<file path="config.mk">
export PLATFORM = sky130hd
export DESIGN_NAME = instruction_cache
export DESIGN_NICKNAME = d
export VERILOG_FILES = /design/src/rtl/instruction_cache.sv
export SDC_FILE = /design/constraint.sdc
export NUM_CORES = 2
export LEC_CHECK = 0
export CORE_AREA = 2 2 443 401
export CTS_CLUSTER_SIZE = 20
export DETAILED_ROUTE_END_ITERATION = 7
export DIE_AREA = 0 0 445 403
export PLACE_DENSITY = 0.83
export SYNTH_ARGS = -nofsm -noshare
export SYNTH_HDL_FRONTEND = slang
export SYNTH_SLANG_ARGS = --single-unit
</file>
<file path="constraint.sdc">
create_clock -name clock -period 4.2 [get_ports clock]
set_clock_uncertainty 0.15 [all_clocks]
set_input_delay 0.84 -clock clock [delete_from_list [all_inputs] [get_ports clock]]
set_output_delay 0.84 -clock clock [all_outputs]
set_load 0.01 [all_outputs]
</file>
<file path="src/rtl/instruction_cache.sv">
// Direct-mapped, read-only instruction cache in front of the fetch stage.
// Lookups are combinational from pc; a miss refills one whole line from
// instruction memory, one word per memValid beat, in ascending offset order.
//
// Refill handshake: while memRead is high, every rising edge with memValid=1
// consumes memData as the next word of the line (offset 0 first). memRead
// stays high through stalls and drops in the cycle after the last beat.
// memValid outside a refill is ignored.
module instruction_cache #(
    parameter int INDEX_BITS  = 4,
    parameter int OFFSET_BITS = 2
) (
    input  logic        clock,
    input  logic        resetN,
    input  logic [31:0] pc,
    input  logic        readEnable,
    input  logic        flush,
    output logic [31:0] instruction,
    output logic        hit,
    output logic        memRead,
    output logic [31:0] memAddress,
    input  logic [31:0] memData,
    input  logic        memValid,
    output logic        state_dbg
);

    localparam int LINES    = 1 << INDEX_BITS;
    localparam int WORDS    = 1 << OFFSET_BITS;
    localparam int LOW_BITS = OFFSET_BITS + 2;
    localparam int TAG_BITS = 32 - INDEX_BITS - LOW_BITS;
    localparam logic [OFFSET_BITS-1:0] LAST_BEAT = OFFSET_BITS'(WORDS - 1);

    // IDLE=0 performs lookups, REFILL=1 is fetching a line
    typedef enum logic {IDLE = 1'b0, REFILL = 1'b1} state_t;

    state_t                  state_q, state_d;
    logic [LINES-1:0]        valid_q, valid_d;
    logic [OFFSET_BITS-1:0]  beat_q, beat_d;
    logic                    discard_q, discard_d;
    logic                    mem_read_q, mem_read_d;
    logic [31:0]             mem_address_q, mem_address_d;
    logic [INDEX_BITS-1:0]   refill_index_q, refill_index_d;
    logic [TAG_BITS-1:0]     refill_tag_q, refill_tag_d;

    // Storage without reset: only the valid bits need a known value
    logic [TAG_BITS-1:0]     tag_q [LINES];
    logic [31:0]             data_q [LINES][WORDS];

    logic [OFFSET_BITS-1:0]  pc_offset;
    logic [INDEX_BITS-1:0]   pc_index;
    logic [TAG_BITS-1:0]     pc_tag;
    logic                    lookup_match;
    logic                    start_miss;
    logic                    beat_accept;
    logic                    line_done;
    logic                    unused_pc_low;

    assign pc_offset     = pc[LOW_BITS-1:2];
    assign pc_index      = pc[LOW_BITS+INDEX_BITS-1:LOW_BITS];
    assign pc_tag        = pc[31:LOW_BITS+INDEX_BITS];
    // Byte-within-word bits carry no meaning for a word-granular fetch
    assign unused_pc_low = ^pc[1:0];

    assign memRead    = mem_read_q;
    assign memAddress = mem_address_q;
    assign state_dbg  = (state_q == REFILL);

    // Same-cycle lookup; flush suppresses the hit and a miss alike
    always_comb begin
        lookup_match = valid_q[pc_index] && (tag_q[pc_index] == pc_tag);
        hit          = (state_q == IDLE) && readEnable && !flush && lookup_match;
        instruction  = hit ? data_q[pc_index][pc_offset] : 32'h0;
        start_miss   = (state_q == IDLE) && readEnable && !flush && !lookup_match;
    end

    // Next-state logic for the lookup/refill controller
    always_comb begin
        state_d        = state_q;
        valid_d        = valid_q;
        beat_d         = beat_q;
        discard_d      = discard_q;
        mem_read_d     = mem_read_q;
        mem_address_d  = mem_address_q;
        refill_index_d = refill_index_q;
        refill_tag_d   = refill_tag_q;
        beat_accept    = 1'b0;
        line_done      = 1'b0;
        case (state_q)
            IDLE: begin
                if (start_miss) begin
                    state_d        = REFILL;
                    mem_read_d     = 1'b1;
                    mem_address_d  = {pc[31:LOW_BITS], {LOW_BITS{1'b0}}};
                    refill_index_d = pc_index;
                    refill_tag_d   = pc_tag;
                    beat_d         = '0;
                    discard_d      = 1'b0;
                end
            end
            REFILL: begin
                // A flush mid-refill lets the line finish but never validates it
                if (flush) begin
                    discard_d = 1'b1;
                end
                if (memValid) begin
                    beat_accept = 1'b1;
                    beat_d      = beat_q + 1'b1;
                    if (beat_q == LAST_BEAT) begin
                        line_done  = 1'b1;
                        state_d    = IDLE;
                        mem_read_d = 1'b0;
                        discard_d  = 1'b0;
                        if (!discard_q && !flush) begin
                            valid_d[refill_index_q] = 1'b1;
                        end
                    end
                end
            end
            default: state_d = IDLE;
        endcase
        // Flush wins over a simultaneous validation
        if (flush) begin
            valid_d = '0;
        end
    end

    // Controller state, valid bits and refill bookkeeping
    always_ff @(posedge clock or negedge resetN) begin
        if (!resetN) begin
            state_q        <= IDLE;
            valid_q        <= '0;
            beat_q         <= '0;
            discard_q      <= 1'b0;
            mem_read_q     <= 1'b0;
            mem_address_q  <= 32'h0;
            refill_index_q <= '0;
            refill_tag_q   <= '0;
        end else begin
            state_q        <= state_d;
            valid_q        <= valid_d;
            beat_q         <= beat_d;
            discard_q      <= discard_d;
            mem_read_q     <= mem_read_d;
            mem_address_q  <= mem_address_d;
            refill_index_q <= refill_index_d;
            refill_tag_q   <= refill_tag_d;
        end
    end

    // Line data and tag storage written by the refill
    always_ff @(posedge clock) begin
        if (beat_accept) begin
            data_q[refill_index_q][beat_q] <= memData;
        end
        if (line_done) begin
            tag_q[refill_index_q] <= refill_tag_q;
        end
    end

endmodule

</file>
==> metrics.cfg <==
[die]
initial_core_util_pct = 55.6
chipHeight_um = 403
die_w_um = 445
row_count = 146
core_area_um2 = 175000
fp.dieArea_um2 = 179000
pin_count = 136

[drt]
dr.pass1.iters = 8
drt_first_iter_violations = 11200
wl_um = 329000
detail-route-antenna-nets = 0
num_vias = 54500
drcViolationCount = 423
routedWlPerCell_um = 46.0
vias_per_cell = 7.62

[yosys]
avgSynthCellArea_um2 = 23.5
synth.area.top_cells = edfxtp_1, mux4_2, dfrtp_1
syn_area_um2 = 97200
ys_ff_latch = 2481
synthDistinctLibCells = 68
synth_xor_area_share_pct = 0.189
synth-main-ff-cell = edfxtp_1
synth.yosys.warnings = 0
post-synth-top-area-fraction_pct = 75.1
synth_top_family_by_area = multiplexers
synth_top_area_cell = edfxtp_1
netlist_instances = 4136
synthArstFlopShare_pct = 1.98
synthAdderAreaFrac_pct = 0.0515
synthSimpleGateAreaFrac_pct = 2.14
synth_compound_area_share_pct = 1.49
muxShareOfSynthArea_pct = 18.2
ys_seq_area_share_pct = 76.4
synth_edf_count = 2432

[timing]
setup_ws_ns = -0.869
worst_pin_slew_ns = 1.38
setup_viol = 33
period_share_pct = 121
hold_violations = 0
max_freq_ghz = 0.197
fin_crit_ns = 5.07
rsz0062_at_grt = true
slew_headroom_pct = 8.03
maxSlewViolCount = 0
tns_ns = -25.42

[finish]
nets = 4688
fin_area_um2 = 113000
area_growth_pct = 15.8
nFillCells = 10200
drive_above_1_share_pct = 35.1
stdcell_count = 7155
mostFrequentLayoutCells = edfxtp_1, mux4_2, clkbuf_16
seq_area_um2 = 74300
mostFrequentLayoutCell = edfxtp_1
multi_input_area_um2 = 22200

[pwr]
cell_internal_pwr_w = 0.0419
ir_drop_v = 0.000457
power_density_nw_per_um2 = 500
leakagePower_nw = 35.4
power_w = 0.0563
combPwrFrac_pct = 9.6
pwr-share-clk_pct = 38.0
swShare_pct = 25.6
p_sw_w = 0.0144
seqPwrFrac_pct = 52.4

[place]
post-dp-hpwl_um = 154000
place_area_um2 = 104000
io_buffers = 129
dp.cells = 6647
gp_congestion = 0.953

[min_path]
hp-class = reg2reg

[global_route]
grt_start_max_net_pins = 65
antenna_found_initial = 72
grt_pass1_wl_um = 445000
grt_use_total_pct = 36.5
top_usage_layer = met2
grt_pass1_vias = 53600
use_met2_pct = 55.8
global_route.usage.met3_pct = 13.1
met1_usage_pct = 43.5
grt-ovfl-total = 0

[critical_path]
path_max_fanout = 7
path_buf_inv = 4
worst_path_largest_cell_delay_ns = 0.54
crit_family = buffers and inverters
cp.required_ns = 3.21
worst_setup_path_start_kind = register
slowest_stage = edfxtp_1
crit_arrival_ns = 4.08
worstPathCellList = mux4_2 > mux2i_1 > buf_4 > a221oi_4 > a31oi_4 > o2111a_1 > and4bb_2 > nand4_4 > buf_12 > clkbuf_16 > nor3b_2 > buf_2
critPathKind = reg2out
cp-end-kind = output pin
r2r_setup_slack_ns = 0.38

[cts]
cts_tree = yes
clk_path_buf_depth = 3
worstSkewPairLatency_ns = 0.88
htreeDepth = 4
clock-sinks = 2481
cts-root-buf = clkbuf_16
clkTransAtPathRegs_ns = 0.07
cts_buffers = 227

[status]
status = finished with violations
violations = design-rule violations, negative setup slack

[flow_run]
cap_violations = 0

cell type report:
cell class / count / area share, %
repair buffers: 496 / 5.11
clock inverters: 139 / 1.24
well taps: 2294 / 2.55
inverters: 7 / 0.0233
flip-flops and latches: 2481 / 65.9
diodes: 48 / 0.107
clock buffers: 288 / 5.32
multi-input cells: 1402 / 19.7
kinds of logic (layout without fill, tap and decap cells):
logic type	count (synthesis)	after routing
AOI/OAI and AO/OA	177	177
xor gates and xnor gates	21	21
adders and majority gates	4	4
buffers and inverters	256	930
DFF	2481	2481
muxes	830	830
other	1	52
and+or+nand+nor	366	366
timing repair:
item,CTS,global route
buffers inserted,7,14
pin swaps,2,8
hold buffers,1,0
gates resized for setup,125,36
gates cloned,6,5
hold endpoints to repair,28,0
endpoints found under the setup margin,33,33
power by group through the flow:
stage               Combinational [W]  Clock, W  Sequential (W)
global route                  0.00540    0.0220          0.0295
global placement              0.00454         0          0.0297
finish                        0.00541    0.0214          0.0295
floorplan                     0.00240         0          0.0295
CTS                           0.00501    0.0210          0.0294
detailed placement            0.00476         0          0.0298
sequential cells by signal, indices dropped and copies added, names as in the netlist, 2 cells and up:
name            cells
beat_q              2
data_q           2048
refill_index_q      3
refill_tag_q       24
tag_q             384
valid_q            16
metrics by stage:
step | setup WS (ns) | util [%] | hold WS [ns]
final | -0.869 | 64.3 | 0.396
after global routing | -0.876 | 64.3 | 0.419
after CTS | -0.641 | 64.1 | 0.383
after detailed placement | -0.934 | 59.6 | 0.344
after global placement | -0.919 | 59.6 | 0.324
after floorplan | -0.00284 | - | 0.308
path summary, 6_finish.rpt:
check,startpoint,to,cells after the start
worst max-delay path,tag_q[6][3]$_DFFE_PP_,instruction[23],12
max in group asynchronous,resetN,beat_q[1]$_DFFE_PN0P_,3
worst max register to register,refill_index_q[0]$_DFFE_PN0P_,data_q[13][8]$_DFFE_PP_,4
worst min-delay path,valid_q[12]$_DFFE_PN0P_,valid_q[12]$_DFFE_PN0P_,2
worst min register to register,valid_q[12]$_DFFE_PN0P_,valid_q[12]$_DFFE_PN0P_,2
min in group asynchronous,resetN,refill_tag_q[5]$_DFFE_PN0P_,2
tightest hold or removal path: cells and delay by family, from the launching register on:
kind	cells	cell delay [ns]
and+or+nand+nor	2	0.14
DFF	1	0.37
synth_stat cells (all sizes together), types with 10 or more instances:
master  number
nor2       125
nand3b      29
nor4        29
xnor2       16
clkbuf      79
mux2i       59
nor3        12
a221oi      30
dfrtp       49
o21ai       38
nand3       41
buf        170
mux2        26
a31oi       15
a21boi      28
nor3b       33
o22ai       20
edfxtp    2432
mux4       745
nand2b      10
and2        28
nand2       33
layer usage:
| metal | part of all wire [%] | routed length [um] |
|---|---|---|
| met5 | 0.21 | 706 |
| met3 | 16 | 53000 |
| met4 | 9.2 | 30300 |
| met2 | 46 | 152000 |
| met1 | 28 | 93300 |
No activity file was read; power rests on OpenSTA's default activity.
